==> src/rtl/intt_ctrl_pkg.sv <==
// Shared constants and FSM state encoding for the iNTT stream controller.
// Latency: none (declarations only).
// Backpressure: not applicable.
package intt_ctrl_pkg;

    localparam int INTT_N = 8;      // coefficients per transform
    localparam int INTT_W = 12;     // coefficient width
    localparam int Q      = 3329;   // modulus used by the attached datapath

    typedef logic [1:0] state_t;

    localparam state_t ST_LOAD  = 2'd0;
    localparam state_t ST_FIRE  = 2'd1;
    localparam state_t ST_WAIT  = 2'd2;
    localparam state_t ST_DRAIN = 2'd3;

endpackage

==> src/rtl/intt_frame_buf.sv <==
// N x W coefficient register file: indexed write, whole-vector load, full-vector read.
// Latency: writes visible the cycle after the enable; reads are combinational.
// Backpressure: none; the owner decides when to write.
module intt_frame_buf #(
    parameter int N  = 8,
    parameter int W  = 12,
    parameter int IW = $clog2(N)
) (
    input  logic                clk_i,
    input  logic                rst_i,
    input  logic                wr_en_i,
    input  logic [IW-1:0]       wr_idx_i,
    input  logic [W-1:0]        wr_dat_i,
    input  logic                ld_en_i,
    input  logic [N-1:0][W-1:0] ld_vec_i,
    output logic [N-1:0][W-1:0] vec_o
);

    logic [N-1:0][W-1:0] mem_q;

    // Storage: reset clears, a bulk load beats a single-entry write.
    always_ff @(posedge clk_i) begin
        if (rst_i) begin
            mem_q <= '0;
        end else if (ld_en_i) begin
            mem_q <= ld_vec_i;
        end else if (wr_en_i) begin
            mem_q[wr_idx_i] <= wr_dat_i;
        end
    end

    assign vec_o = mem_q;

endmodule

==> src/rtl/intt_stream_ctrl.sv <==
// Streams N coefficients in, fires the external iNTT datapath once, streams N results out.
// Latency: last input beat to first output beat is 2 + datapath valid latency.
// Backpressure: s_ready only in LOAD; m_data holds while m_ready is low; WAIT aborts after TIMEOUT cycles.
module intt_stream_ctrl
    import intt_ctrl_pkg::*;
#(
    parameter int W       = INTT_W,
    parameter int N       = INTT_N,
    parameter int TIMEOUT = 32
) (
    input  logic                clk,
    input  logic                r,
    input  logic                s_valid,
    input  logic [W-1:0]        s_data,
    output logic                s_ready,
    output logic                m_valid,
    output logic [W-1:0]        m_data,
    input  logic                m_ready,
    output logic [N-1:0][W-1:0] dp_coeffs,
    output logic                dp_valid_in,
    input  logic [N-1:0][W-1:0] dp_coeffs_out,
    input  logic                dp_valid_out,
    output logic                busy,
    output logic                err,
    input  logic                err_clr,
    output logic [15:0]         frames_done
);

    localparam int IW = $clog2(N);
    localparam int CW = $clog2(TIMEOUT);

    state_t              state_q, state_d;
    logic [IW-1:0]       load_idx_q, load_idx_d;
    logic [IW-1:0]       drain_idx_q, drain_idx_d;
    logic [CW-1:0]       wait_cnt_q, wait_cnt_d;
    logic                dpv_prev_q;
    logic                err_q, err_d;
    logic [15:0]         frames_q, frames_d;
    logic                timeout;
    logic                s_fire, m_fire, dpv_edge, capture;
    logic [N-1:0][W-1:0] in_vec, out_vec;

    // Handshakes are gated by reset so no beat is exchanged while r is high.
    assign s_ready     = ~r & (state_q == ST_LOAD);
    assign m_valid     = ~r & (state_q == ST_DRAIN);
    assign dp_valid_in = ~r & (state_q == ST_FIRE);
    assign m_data      = r ? '0 : out_vec[drain_idx_q];
    assign busy        = (state_q != ST_LOAD);
    assign err         = err_q;
    assign frames_done = frames_q;
    assign dp_coeffs   = in_vec;

    assign s_fire   = s_valid & s_ready;
    assign m_fire   = m_valid & m_ready;
    // Only a fresh rising edge counts, so a level left high from before WAIT is ignored.
    assign dpv_edge = dp_valid_out & ~dpv_prev_q;
    assign capture  = (state_q == ST_WAIT) & dpv_edge;

    intt_frame_buf #(.N(N), .W(W)) u_in_buf (
        .clk_i    (clk),
        .rst_i    (r),
        .wr_en_i  (s_fire),
        .wr_idx_i (load_idx_q),
        .wr_dat_i (s_data),
        .ld_en_i  (1'b0),
        .ld_vec_i ('0),
        .vec_o    (in_vec)
    );

    intt_frame_buf #(.N(N), .W(W)) u_out_buf (
        .clk_i    (clk),
        .rst_i    (r),
        .wr_en_i  (1'b0),
        .wr_idx_i ('0),
        .wr_dat_i ('0),
        .ld_en_i  (capture),
        .ld_vec_i (dp_coeffs_out),
        .vec_o    (out_vec)
    );

    // Next-state logic for the LOAD -> FIRE -> WAIT -> DRAIN frame sequence.
    always_comb begin
        state_d     = state_q;
        load_idx_d  = load_idx_q;
        drain_idx_d = drain_idx_q;
        wait_cnt_d  = wait_cnt_q;
        frames_d    = frames_q;
        timeout     = 1'b0;
        case (state_q)
            ST_LOAD: begin
                if (s_fire) begin
                    if (load_idx_q == IW'(N - 1)) begin
                        load_idx_d = '0;
                        state_d    = ST_FIRE;
                    end else begin
                        load_idx_d = load_idx_q + IW'(1);
                    end
                end
            end
            ST_FIRE: begin
                wait_cnt_d = '0;
                state_d    = ST_WAIT;
            end
            ST_WAIT: begin
                if (dpv_edge) begin
                    wait_cnt_d = '0;
                    state_d    = ST_DRAIN;
                end else if (wait_cnt_q == CW'(TIMEOUT - 1)) begin
                    // Abandon the frame; the result never arrived.
                    wait_cnt_d = '0;
                    timeout    = 1'b1;
                    state_d    = ST_LOAD;
                end else begin
                    wait_cnt_d = wait_cnt_q + CW'(1);
                end
            end
            default: begin
                if (m_fire) begin
                    if (drain_idx_q == IW'(N - 1)) begin
                        drain_idx_d = '0;
                        frames_d    = frames_q + 16'd1;
                        state_d     = ST_LOAD;
                    end else begin
                        drain_idx_d = drain_idx_q + IW'(1);
                    end
                end
            end
        endcase
    end

    // A timeout in the same cycle as err_clr leaves the flag set.
    assign err_d = timeout | (err_q & ~err_clr);

    // State registers with synchronous reset.
    always_ff @(posedge clk) begin
        if (r) begin
            state_q     <= ST_LOAD;
            load_idx_q  <= '0;
            drain_idx_q <= '0;
            wait_cnt_q  <= '0;
            dpv_prev_q  <= 1'b0;
            err_q       <= 1'b0;
            frames_q    <= '0;
        end else begin
            state_q     <= state_d;
            load_idx_q  <= load_idx_d;
            drain_idx_q <= drain_idx_d;
            wait_cnt_q  <= wait_cnt_d;
            dpv_prev_q  <= dp_valid_out;
            err_q       <= err_d;
            frames_q    <= frames_d;
        end
    end

endmodule

==> config.mk <==
export PLATFORM = sky130hd
export DESIGN_NAME = intt_stream_ctrl
export DESIGN_NICKNAME = d
export VERILOG_FILES = /design/src/rtl/intt_ctrl_pkg.sv /design/src/rtl/intt_frame_buf.sv /design/src/rtl/intt_stream_ctrl.sv
export SDC_FILE = /design/constraint.sdc
export NUM_CORES = 1
export LEC_CHECK = 0
export ABC_AREA = 1
export BUFFER_PORTS_ARGS = -buffer_cell sky130_fd_sc_hd__buf_2
export CAP_MARGIN = 25
export CELL_PAD_IN_SITES_DETAIL_PLACEMENT = 1
export CELL_PAD_IN_SITES_GLOBAL_PLACEMENT = 1
export CORE_ASPECT_RATIO = 1.75
export CORE_MARGIN = 1.5
export CORE_UTILIZATION = 37
export CTS_CLUSTER_DIAMETER = 60
export CTS_CLUSTER_SIZE = 28
export DETAILED_ROUTE_END_ITERATION = 12
export PLACE_DENSITY = 0.83
export RECOVER_POWER = 50
export SYNTH_ARGS = -nofsm -noshare
export SYNTH_HDL_FRONTEND = slang
export SYNTH_SLANG_ARGS = --single-unit
==> constraint.sdc <==
create_clock -name clk -period 1.71 [get_ports clk]
set_input_delay 0.0855 -clock clk [delete_from_list [all_inputs] [get_ports clk]]
set_output_delay 0.0855 -clock clk [all_outputs]
set_load 0.01 [all_outputs]
## Yosys cells after proc, flatten, opt, wreduce, memory -nomap -nowiden

Index checks and enable logic that the tools add are counted.

| cells by class | value |
|---|---|
| add/subtract/negate cells | 4 |
| $mul | 0 |
| div/mod/pow operators | 0 |
| $lt $le $gt $ge | 3 |
| equality and inequality tests | 9 |
| shift-type cells | 0 |
| mux-type cells | 21 |
| bitwise operators | 13 |
| reduce and logical (&&, ||, !) cells | 11 |

Operator list:

| operator | count |
|---|---|
| bitwise mux 96 bit | 1 |
| binary-select mux 12 bit (select 3 bit) | 1 |
| demux 12 bit (select 3 bit) | 1 |
| 2-to-1 mux 12 bit | 3 |
| adder 16 x 1 -> 16 bit (second input constant) | 1 |
| 2-to-1 mux 2 bit | 6 |
| 2-to-1 mux 5 bit | 2 |
| case mux 5 bit (2 select lines) | 1 |
| bitwise AND 1 bit | 8 |
| less-than comparator 3 x 4 -> 1 bit (second input constant) | 2 |
| nonzero test 4 bit | 2 |
| adder 3 x 1 -> 3 bit (second input constant) | 2 |
| == test 3 bit (second input constant) | 2 |
| 2-to-1 mux 3 bit | 2 |
| case mux 2 bit (3 select lines) | 1 |
| adder 5 x 1 -> 5 bit (second input constant) | 1 |
| == test 5 bit (second input constant) | 1 |
| AND reduction 5 bit | 1 |
| == test 2 bit (second input constant) | 2 |
| inverter 1 bit | 4 |
| AND reduction 2 bit | 2 |
| nonzero test 2 bit | 2 |
| >= comparator 3 x 1 -> 1 bit (second input constant) | 1 |
| 2-to-1 mux 1 bit | 3 |
| other kinds (9) | 9 |

| word-level totals | value |
|---|---|
| bits in registers | 223 |
| latch bits | 0 |
| bits in writable memories | 0 |
| memory bits (read-only) | 0 |
| input port bits | 114 |
| output and inout port bits | 129 |
| word-level logic and storage cells | 84 |
| memories | 0 |

## Depth between registers and ports, before layout

Gate-level depths: netlist of the first run.

| logic depth | value |
|---|---|
| depth in word-level cells | 5 |
| depth in mapped cells | 12 |
| gate-level depth less buffers | 12 |

## Modules after synthesis

Synthesis of the first run repeated with hierarchy kept, for this count alone.

| second synthesis, totals | value |
|---|---|
| cell total of the unflattened synthesis | 2215 |
| area total of the unflattened synthesis | 13451.7 sq um |

Modules (own cells, without submodules):

| module | times used | cells each | area an instance (sq um) | seq. area each (sq um) |
|---|---|---|---|---|
| intt_frame_buf | 2 | 898 | 5484.0 | 1921.8 |
| intt_stream_ctrl | 1 | 419 | 2483.6 | 620.6 |

## Least setup slack after synthesis of the first run

No wires, ideal clock.

| timing path | value |
|---|---|
| path kind | reg-to-reg |
| start point | register state_q[0] |
| end point | register u_in_buf.mem_q (netlist bit u_in_buf.vec_o[91]) |
| library setup time | 116 ps |
| arrival time | 1552 ps |
| data required time | 1594 ps |
| path slack | 42 ps |
| stages on the path, launching flop included | 13 |
| cells stage by stage | dfxtp_1 > inv_1 > ha_1 > inv_1 > nor2_8 > nand2_4 > nor2_8 > inv_2 > nor2_4 > inv_2 > buf_6 > nor2_1 > nor2_1 |

| between the ends | value |
|---|---|
| cells in the longest elaborated chain, start to end | 3 |

RTL lines:

| what | line | text |
|---|---|---|
| start: declaration | intt_stream_ctrl.sv:32 | `state_t state_q, state_d;` |
| start signal: assignment | intt_stream_ctrl.sv:145 | `state_q <= state_d;` |
| logical NOT 2 bit | intt_stream_ctrl.sv:44 | `assign s_ready = ~r & (state_q == ST_LOAD);` |
| bitwise AND 1 bit | intt_stream_ctrl.sv:44 |  |
| named net s_ready | intt_stream_ctrl.sv:15 | `output logic s_ready,` |
| bitwise AND 1 bit | intt_stream_ctrl.sv:53 | `assign s_fire = s_valid & s_ready;` |
| end signal: assignment | intt_frame_buf.sv:26 | `mem_q <= ld_vec_i;` |
| end signal: indexed assignment | intt_frame_buf.sv:28 | `mem_q[wr_idx_i] <= wr_dat_i;` |
| end: declaration | intt_frame_buf.sv:19 | `logic [N-1:0][W-1:0] mem_q;` |

The timed path passes the listed nets, and every way through them passes these cells.
A chain may end at the register's enable or synchronous reset.

## Final worst setup path of the first run

| timing path | value |
|---|---|
| start point | register drain_idx_q[0] |
| end point | output port m_data[8] |

| between the ends | value |
|---|---|
| cells in the longest elaborated chain, start to end | 3 |

RTL lines:

| what | line | text |
|---|---|---|
| start: declaration | intt_stream_ctrl.sv:34 | `logic [IW-1:0] drain_idx_q, drain_idx_d;` |
| start signal: assignment | intt_stream_ctrl.sv:147 | `drain_idx_q <= drain_idx_d;` |
| binary-select mux 12 bit (select 3 bit) | intt_stream_ctrl.sv:47 | `assign m_data = r ? '0 : out_vec[drain_idx_q];` |
| 2-to-1 mux 12 bit (implied by the code) | intt_stream_ctrl.sv:47 |  |
| 2-to-1 mux 12 bit | intt_stream_ctrl.sv:47 |  |
| end: declaration | intt_stream_ctrl.sv:17 | `output logic [W-1:0] m_data,` |

No other way between the ends. The select of a mux whose other input is x is not followed.

==> impl_metrics.csv, run 1 <==
group,metric,value,unit
critical_path,path_cells,"buf_12 -> buf_12 -> nand2_1 -> o211ai_1 -> nand3_1 -> nand2_1 -> nor2_2 -> buf_2",
clock_tree,path_clk_slew,90,ps
sta,maxSlewViolCount,0,
pwr,leakagePower,5.293,nW
critical_path,r2r_cells,11,
yosys,synth_cells,1262,
yosys,synth_xor_area_frac,0.003794,
yosys,seq_area_frac_synth,0.4835,
yosys,synth.area.top_cells,"dfxtp_1 48%, nor2_1 14%, o21ai_0 12%",
global_route,track_usage,0.2649,
flow_run,maxCapViolCount,0,
floorplan,initial_core_util,0.3764,
critical_path,crit_path_max_incr_delay,420,ps
layout,finalNetCount,1736,
drt,num_vias,10310,
yosys,synth_fa_ha_area_frac,0.01626,
critical_path,critPathLaunchType,"register",
drt,drt_drc_violations_left,0,
placed_design,gp_congestion,0.8116,
yosys,synth_top_cell_by_area,"dfxtp_1",
worst_hold_path,hold_start,"r",
floorplan,num_rows,76,
critical_path,reg2reg_slack,-200,ps
clock_tree,clock_path_buffers,3,
yosys,synth_compound_area_frac,0.1965,
sta,clock_skew,15.54,ps
sta,fin_crit_sh,1.206,
global_route,grt_pass1_vias,10260,
yosys,synth_simple_gate_area_frac,0.2176,
yosys,synth_top_family_by_area,"simple AND/OR/NAND/NOR gates",
yosys,ys_warn_count,0,
global_route,grt_pass1_wl,53610,µm
pwr,seqPwrFrac,0.529,
critical_path,crit_type,"reg -> out",
sta,rsz0062_at_grt,"yes",
sta,tightestPinTransition,582.2,ps
pwr,p_sw_frac,0.2618,
clock_tree,h-tree-depth,1,
yosys,synth_cell_types,33,
yosys,synth_top_area_frac,0.4835,
pwr,ir_worst_vdd,0.0006649,V
sta,finalHoldViolCount,0,
placed_design,post-dp-hpwl,21690,µm
critical_path,critical_path.slowest_cell,"dfxtp_4",
worst_hold_path,holdPathEnd,"frames_done[8]",
yosys,ys_seq_elements,223,
yosys,synth.mux.area_fraction,0,
global_route,gr-total-overflow,0,
layout,drive_gt1_frac,0.1879,
layout,fin_util,0.5333,
sta,setup_viol,126,
floorplan,coreArea,24530,µm²
outcome,status,"finished, violations left",
clock_tree,cts_root_buf,"clkbuf_16",
pwr,total_power,9.988,mW
drt,initialDrtViolationCount,692,
pwr,p_sw,2.615,mW
clock_tree,cts_tree,"done",
drt,viasPerCell,5.336,
placed_design,pre_cts_ws,-64.67,ps
layout,syn2layout_area_growth,41.69,%
global_route,grt_max_degree,81,
sta,postLayoutSetupSlackWorst,-351.4,ps
critical_path,r2r_end,"u_in_buf.vec_o[28]",
yosys,synth_enable_flop_cells,0,
sta,relSlewSlack,0.6104,
layout,nFillCells,3063,
pwr,cell_internal_pwr,7.373,mW
clock_tree,clk_latency,500,ps
floorplan,die_h,212.0,µm
yosys,synthesis.area,9234,µm²
critical_path,end_kind,"output port",
sta,fin_crit,2061,ps
yosys,async_reset_ff_frac,0,
yosys,syn_area_per_cell,7.317,µm²
floorplan,die_w,122.4,µm
floorplan,io_pins,243,
pwr,clkPwrFrac,0.382,
drt,drtPass1Iterations,5,
critical_path,cp_max_fo,12,
clock_tree,clkSinkCount,223,
drt,ant_nets,0,
worst_hold_path,hold_class,"in -> reg",
critical_path,r2r_start,"state_q[0]",
yosys,synth.net_count,1388,
global_route,antenna_found_initial,2,
yosys,synthFlopType,"dfxtp_1",
clock_tree,cts_buffers,14,
placed_design,portBuffers,242,
drt,drt-wirelength-per-cell,20.33,µm
critical_path,worstPathArrival,1980,ps
yosys,synthTopCellsByCount,"348 x nor2_1, 223 x dfxtp_1, 217 x o21ai_0",
critical_path,worstPathRequired,1620,ps
sta,fmax,0.4851,GHz
worst_hold_path,whs_path_depth,3,
outcome,violations,"setup timing",
pwr,combPwrFrac,0.088,
yosys,synth_most_common_cell,"nor2_1",
floorplan,die_area,25950,µm²
pwr,p_per_area,763.4,nW/µm²
drt,wl,39280,µm
worst max path at each step:
stage / startpoint / endpoint / cells past startpoint
6_report: drain_idx_q[0] / m_data[8] / 8
5_1_grt: drain_idx_q[0] / m_data[8] / 7
4_1_cts: drain_idx_q[0] / m_data[7] / 7
3_5_place_dp: state_q[0] / state_q[0] / 10
3_3_place_gp: state_q[0] / state_q[0] / 10
2_1_floorplan: state_q[0] / u_in_buf.vec_o[91] / 12
placed cells by master, fill, tap and decap left out, types with 12 or more instances in the layout:
cell type      count
a21oi_1           87
a21oi_2           13
buf_12            13
buf_2            128
buf_4             22
clkbuf_1         119
clkbuf_16         23
dfxtp_1          220
dlygate4sd3_1    111
inv_1             75
nand2_1           86
nand3_1           20
nor2_1           335
nor2_2            14
o211ai_1          12
o21ai_0          162
o21ai_1           57
o21ai_2           19
power groups by stage:
stage / Combinational, mW / Sequential, mW / Clock, mW
finish: 0.883 / 5.29 / 3.82
global route: 0.945 / 5.30 / 4.08
CTS: 0.814 / 5.28 / 3.88
detailed placement: 0.612 / 5.41 / 0
global placement: 0.596 / 5.40 / 0
floorplan: 0.263 / 5.43 / 0
metal layers:
metal | vias up | part of all wire | global-route usage | routed length, µm
li1 | 4780 | - | - | -
met1 | 4963 | 0.35 | 0.2682 | 13870
met2 | 436 | 0.53 | 0.5082 | 20640
met3 | 131 | 0.051 | 0.03460 | 2018
met4 | 0 | 0.070 | 0.1476 | 2752
met5 | - | 0 | 0 | 0
sequential cells by signal, summed over array words and instances (netlist names):
signal and cells:
dpv_prev_q 1, drain_idx_q 3, err 1, frames_done 16, load_idx_q 3, state_q 2, u_in_buf.vec_o 96, u_out_buf.vec_o 96
wait_cnt_q 5
layout make-up:
cell class | instances | area [µm²] | area share
diodes | 2 | 5.005 | 0.0003825
clock buffers | 15 | 375.4 | 0.02869
clock inverters | 9 | 108.9 | 0.008320
inverters | 93 | 391.6 | 0.02993
multi-input cells | 863 | 4295 | 0.3283
flip-flops and latches | 223 | 4473 | 0.3419
well taps | 312 | 390.4 | 0.02984
repair buffers | 414 | 3035 | 0.2320
repair inverters | 1 | 8.758 | 0.0006694
worst max-delay path: cells and delay by family, from the launching register on:
| family | cells | cell delay, ps |
|---|---|---|
| compound gates | 1 | 80 |
| buf+inv | 3 | 470 |
| flops | 1 | 420 |
| simple gates | 4 | 510 |
logic make-up (layout without fill, tap and decap cells):
kind of cell             Yosys count  in the layout
AND/OR/NAND/NOR                  492            492
other                              0              2
AO/OA/AOI/OAI                    355            355
flip-flops                       223            223
buffers and inverters            176            532
adder cells (fa/ha/maj)           12             12
XOR/XNOR                           4              4
through the flow:
stage	cell area, µm²	setup TNS (ps)	std cells	hold WS [ps]
detailed placement	10860	-555.3	1774	314.4
finish	13080	-10190	1932	151.9
CTS	12650	-2016	1912	10.42
global route	13080	-28490	1932	153.7
floorplan	9234	0	1262	192.5
global placement	10860	-17.28	1774	306.8
what timing repair did:
item,CTS,global route
gates cloned,3,9
hold buffers,111,0
gates resized for setup,60,120
endpoints found under the setup margin,38,135
buffers inserted,2,9
pin swaps,7,36
hold endpoints to repair,132,0
(Power assumes the default switching activity.)
==> inputs of run 2 (changes only) <==
- MAX_ROUTING_LAYER: not set -> met4
==> run 2 against run 1 <==
  * The flow still finishes with violations (setup timing)
  * Die area stayed put
  * Worst setup slack gained 64 ps
  * Non-clock buffer count increased by 5
  * Global-route usage is 0.76 points higher
  * Wire length fell by 0.47%
  * First-iteration DRC count rose by 3.8%
  * Via count increased by 0.34%
  * Worst hold slack lost 2.0 ps
  * Register-to-register slack got worse by 20 ps
  * Critical endpoint is now m_data[10]
  * Largest power group unchanged
  * Highest routed layer unchanged
==> impl_metrics.csv, run 2 (synthesis gave the netlist of run 1 again) <==
group,metric,value,unit
global_route,grt_pass1_wl,53590,µm
clock_tree,clk_latency,490,ps
placed_design,post-dp-hpwl,21690,µm
worst_hold_path,hold_class,"in -> reg",
sta,totalNegativeSetupSlack,-9846,ps
clock_tree,cts_root_buf,"clkbuf_16",
global_route,gr-total-overflow,0,
sta,clock_skew,16.61,ps
drt,drt_drc_violations_left,0,
sta,fin_crit_sh,1.168,
critical_path,cp-endpoint,"m_data[10]",
floorplan,die_area,25950,µm²
drt,viasPerCell,5.338,
pwr,p_per_area,756.2,nW/µm²
sta,finalHoldViolCount,0,
clock_tree,cts_buffers,14,
clock_tree,cts_tree,"done",
outcome,violations,"setup timing",
outcome,status,"finished, violations left",
clock_tree,h-tree-depth,1,
critical_path,worstPathRequired,1620,ps
critical_path,end_kind,"output port",
floorplan,initial_core_util,0.3764,
pwr,total_power,9.979,mW
clock_tree,path_clk_slew,90,ps
layout,drive_gt1_frac,0.2057,
layout,multiInputGateArea,4385,µm²
sta,fin_crit,1997,ps
sta,fin_worst_hold_slack,149.8,ps
layout,final_common_cell,"nor2_1",
global_route,antenna_found_initial,2,
floorplan,die_w,122.4,µm
layout,syn2layout_area_growth,42.91,%
critical_path,cp-startpoint,"drain_idx_q[0]",
flow_run,maxCapViolCount,0,
drt,drt-wirelength-per-cell,20.17,µm
placed_design,portBuffers,242,
critical_path,critPathLaunchType,"register",
sta,relSlewSlack,0.6519,
drt,drtPass1Iterations,5,
critical_path,worstPathArrival,1910,ps
critical_path,reg2reg_slack,-220,ps
placed_design,gp_congestion,0.8241,
global_route,track_usage,0.2725,
clock_tree,clock_path_buffers,3,
drt,num_vias,10350,
global_route,grt_pass1_vias,10240,
floorplan,num_rows,76,
critical_path,r2r_end,"u_out_buf.vec_o[19]",
sta,maxSlewViolCount,0,
sta,fmax,0.5007,GHz
placed_design,place_inst,1774,
sta,postLayoutSetupSlackWorst,-287.3,ps
layout,instances_no_fill,1938,
layout,finalNetCount,1742,
sta,tightestPinTransition,516.6,ps
pwr,leakagePower,5.345,nW
floorplan,io_pins,243,
drt,wl,39090,µm
sta,rsz0062_at_grt,"yes",
critical_path,r2r_cells,9,
critical_path,crit_type,"reg -> out",
drt,initialDrtViolationCount,718,
layout,nFillCells,3043,
critical_path,cp_max_fo,8,
floorplan,coreArea,24530,µm²
floorplan,die_h,212.0,µm
placed_design,pre_cts_ws,-64.67,ps
clock_tree,clkSinkCount,223,
layout,final_cell_mix,"324 x nor2_1, 220 x dfxtp_1, 146 x o21ai_0",
critical_path,r2r_start,"state_q[0]",
sta,setup_viol,123,
pwr,ir_worst_vdd,0.0006683,V
global_route,grt_max_degree,81,
drt,ant_nets,0,
layout,layout.area.seq,4473,µm²
## run 2: cell type report
class	count	area share
sequential	223	0.3390
multi-input combinational	863	0.3323
timing repair buffer	419	0.2309
inverter	93	0.03006
tap	312	0.02958
clock buffer	15	0.02844
clock inverter	9	0.008249
timing repair inverter	2	0.001138
antenna	2	0.0003793
## run 2: worst min-delay path by stage
stage	slack, ps	from	to	cells after the start
2_1_floorplan	190	dp_valid_out	dpv_prev_q	2
3_3_place_gp	310	dp_valid_out	dpv_prev_q	3
3_5_place_dp	310	dp_coeffs_out[81]	u_out_buf.vec_o[81]	3
4_1_cts	10	s_valid	load_idx_q[0]	4
5_1_grt	150	r	dpv_prev_q	3
6_report	150	r	frames_done[8]	3
## run 2: worst max-delay path, cell delays in order (launching register included)
cell,delay [ps]
dfxtp_4,490
buf_12,180
a21oi_1,70
o21ai_1,220
nand2_1,140
nor2_2,120
nor2_2,60
buf_2,140
## run 2: stage by stage
| stage | instance area [µm²] | util |
|---|---|---|
| final | 13200 | 0.5379 |
| after detailed placement | 10860 | 0.4425 |
| after CTS | 12650 | 0.5157 |
| after floorplan | 9234 | - |
| after global routing | 13200 | 0.5379 |
| after global placement | 10860 | 0.4425 |
## run 2: what timing repair did
action                                  4_1_cts  5_1_grt
buffers inserted                              2       14
cloned                                        3       10
endpoints found under the setup margin       38      137
pin swaps                                     7       35
gates resized for setup                      60      165
endpoints found under the hold margin       132        0
hold buffers                                111        0
## run 2: report_power, final
| part | switching [mW] | leakage (nW) | total (mW) | internal [mW] |
|---|---|---|---|---|
| sequential | 0.0388 | 1.80 | 5.29 | 5.25 |
| clock | 2.08 | 0.233 | 3.80 | 1.72 |
| combinational | 0.482 | 3.31 | 0.888 | 0.406 |
## run 2: routing by layer
layer  global-route usage  up-vias  wire (µm)
met2               0.5080      441      20570
met3              0.03353      140       2007
met4               0.1476        0       2551
li1                     -     4789          -
met5                    -        -          0
met1               0.2692     4975      13960
==> inputs of run 3 (changes only) <==
- ABC_AREA: 1 -> not set
- CORE_UTILIZATION: 37 -> 39
- GPL_TIMING_DRIVEN: not set -> 0
- PLACE_DENSITY: 0.83 -> 0.84
==> run 3 against run 2 <==
  * The flow still finishes with violations (setup timing)
  * Register-to-register slack lost 120 ps
  * Fmax shrank 11%
  * First-iteration DRC count shrank 22%
  * Combinational power shrank 17%
  * Non-clock buffer count grew 33
==> impl_metrics.csv, run 3 <==
group,metric,value,unit
critical_path,reg2reg_slack,-340,ps
yosys,synth_cell_types,48,
drt,drtPass1Iterations,5,
yosys,synth.net_count,1140,
clock_tree,clock_path_buffers,3,
drt,viasPerCell,5.499,
critical_path,end_kind,"output port",
global_route,grt_pass1_vias,10090,
yosys,synthFlopType,"dfxtp_1",
floorplan,io_pins,243,
yosys,synth.area.top_cells,"dfxtp_1 49%, nand2_1 10%, mux2i_1 9.4%",
pwr,p_per_area,731.0,nW/µm²
layout,fin_util,0.5635,
clock_tree,clkSinkCount,223,
drt,initialDrtViolationCount,558,
floorplan,num_rows,73,
clock_tree,path_clk_slew,110,ps
clock_tree,clk_latency,510,ps
critical_path,worstPathArrival,2150,ps
sta,maxSlewViolCount,0,
floorplan,die_area,24350,µm²
yosys,synth_top_area_frac,0.4894,
sta,setup_viol,222,
yosys,synth_most_common_cell,"nand2_1",
clock_tree,h-tree-depth,1,
critical_path,crit_path_max_incr_delay,520,ps
global_route,gr-total-overflow,0,
clock_tree,cts_tree,"done",
yosys,ys_warn_count,0,
placed_design,pre_cts_ws,-644.0,ps
critical_path,critPathBufInv,3,
clock_tree,cts_buffers,13,
sta,fin_crit_sh,1.305,
floorplan,die_h,205.3,µm
sta,rsz0062_at_grt,"yes",
drt,drt-wirelength-per-cell,22.86,µm
layout,final_cell_mix,"244 x nand2_1, 219 x dfxtp_1, 141 x clkbuf_1",
critical_path,path_common_cell,"buf_12",
sta,tightestPinTransition,783.7,ps
placed_design,post-dp-hpwl,23760,µm
sta,relSlewSlack,0.4775,
flow_run,maxCapViolCount,0,
critical_path,crit_type,"reg -> out",
critical_path,cp_max_fo,5,
worst_hold_path,hold_class,"in -> reg",
outcome,violations,"setup timing",
global_route,track_usage,0.3126,
sta,totalNegativeSetupSlack,-47060,ps
yosys,syn_area_per_cell,8.995,µm²
critical_path,critPathLaunchType,"register",
yosys,async_reset_ff_frac,0,
layout,drive_gt1_frac,0.2331,
yosys,synthTopCellsByCount,"253 x nand2_1, 223 x dfxtp_1, 137 x a21oi_1",
pwr,leakagePower,4.892,nW
floorplan,coreArea,22830,µm²
yosys,ys_seq_elements,223,
layout,syn2layout_area_growth,41.07,%
sta,postLayoutSetupSlackWorst,-522.1,ps
clock_tree,cts_root_buf,"clkbuf_16",
pwr,ir_worst_vdd,0.001050,V
floorplan,initial_core_util,0.3995,
drt,wl,39030,µm
critical_path,path_cells,"buf_12 -> buf_12 -> mux4_2 -> mux2i_2 -> nor2_2 -> buf_2",
sta,fin_crit,2232,ps
yosys,synth_enable_flop_cells,0,
layout,final_common_cell,"nand2_1",
yosys,synth_cells,1014,
global_route,antenna_found_initial,3,
floorplan,die_w,118.6,µm
drt,drt_drc_violations_left,0,
outcome,status,"finished, violations left",
drt,num_vias,9387,
global_route,grt_max_degree,29,
yosys,synth_top_cell_by_area,"dfxtp_1",
critical_path,worstPathRequired,1620,ps
sta,fmax,0.4480,GHz
sta,finalHoldViolCount,0,
drt,ant_nets,0,
critical_path,critical_path.slowest_cell,"mux4_2",
yosys,seq_area_frac_synth,0.4894,
global_route,grt_pass1_wl,57060,µm
layout,finalNetCount,1525,
critical_path,crit_family,"multiplexers",
yosys,synthesis.area,9121,µm²
placed_design,gp_congestion,0.8553,
placed_design,portBuffers,229,
sta,clock_skew,37.12,ps
## run 3: cell types whose count changed after synthesis, moves of 12 or more
cell / previous run / this run
a21oi_1: 102 / 137
nand3_1: 21 / 6
o21ai_0: 217 / 3
o21ai_1: 21 / 0
mux2i_1: 0 / 86
inv_1: 80 / 6
o211ai_1: 12 / 0
inv_2: 13 / 0
nand2_1: 92 / 253
mux4_2: 0 / 24
nor2_1: 348 / 105
## run 3: cells by family after synthesis
| family | after synthesis | share of synthesized area |
|---|---|---|
| simple gates | 418 | 0.1990 |
| fa+ha+maj | 12 | 0.01646 |
| buf+inv | 89 | 0.04444 |
| mux | 111 | 0.1549 |
| xor+xnor | 9 | 0.008642 |
| compound gates | 152 | 0.08711 |
| flops | 223 | 0.4894 |
## run 3: stage by stage
stage | power, mW | hold WS (ps) | cells | instance area [µm²]
finish | 9.406 | 1.651 | 1707 | 12870
global route | 9.646 | 27.38 | 1706 | 12860
CTS | 9.355 | 4.558 | 1691 | 12610
detailed placement | 5.846 | 334.1 | 1543 | 10660
global placement | 5.836 | 332.2 | 1543 | 10660
floorplan | 5.571 | 213.7 | 1014 | 9134
## run 3: final cells by class
class,instances,area [µm²]
multi-input cells,703,4582
plain buffers,82,606.8
diodes,4,10.01
repair buffers,370,2396
flip-flops and latches,223,4472
inverters,6,26.28
clock buffers,14,329.1
clock inverters,5,70.07
fillers,2701,9967
well taps,300,375.4
## run 3: path summary, 6_finish.rpt
check,to,start,cells past startpoint
min reg2reg,u_out_buf.vec_o[5],u_out_buf.vec_o[5],2
min,u_in_buf.vec_o[83],s_data[11],3
max,m_data[0],drain_idx_q[0],6
max reg2reg,state_q[0],state_q[0],6
## run 3: tightest hold or removal path: stages
cell      delay, ps
clkbuf_1        200
nand2_1         110
a21oi_1          50
## run 3: power breakdown
part	internal (mW)	total [mW]	switching, mW
clock	1.48	3.43	1.94
sequential	5.22	5.24	0.0208
combinational	0.336	0.738	0.401
## run 3: repair_timing
action,CTS,global route
resized for setup,100,123
buffers inserted,28,8
hold buffers,99,0
endpoints found under the setup margin,210,147
gates cloned,3,4
pin swaps,22,27
hold endpoints to repair,99,0
## run 3: per-layer routing
layer,vias to the layer above,share of wire,track usage,wire [µm]
li1,4158,-,-,-
met4,0,0.061,0.1842,2389
met5,-,0,-,0
met2,454,0.54,0.5756,20940
met3,174,0.051,0.04490,1997
met1,4601,0.35,0.3123,13700
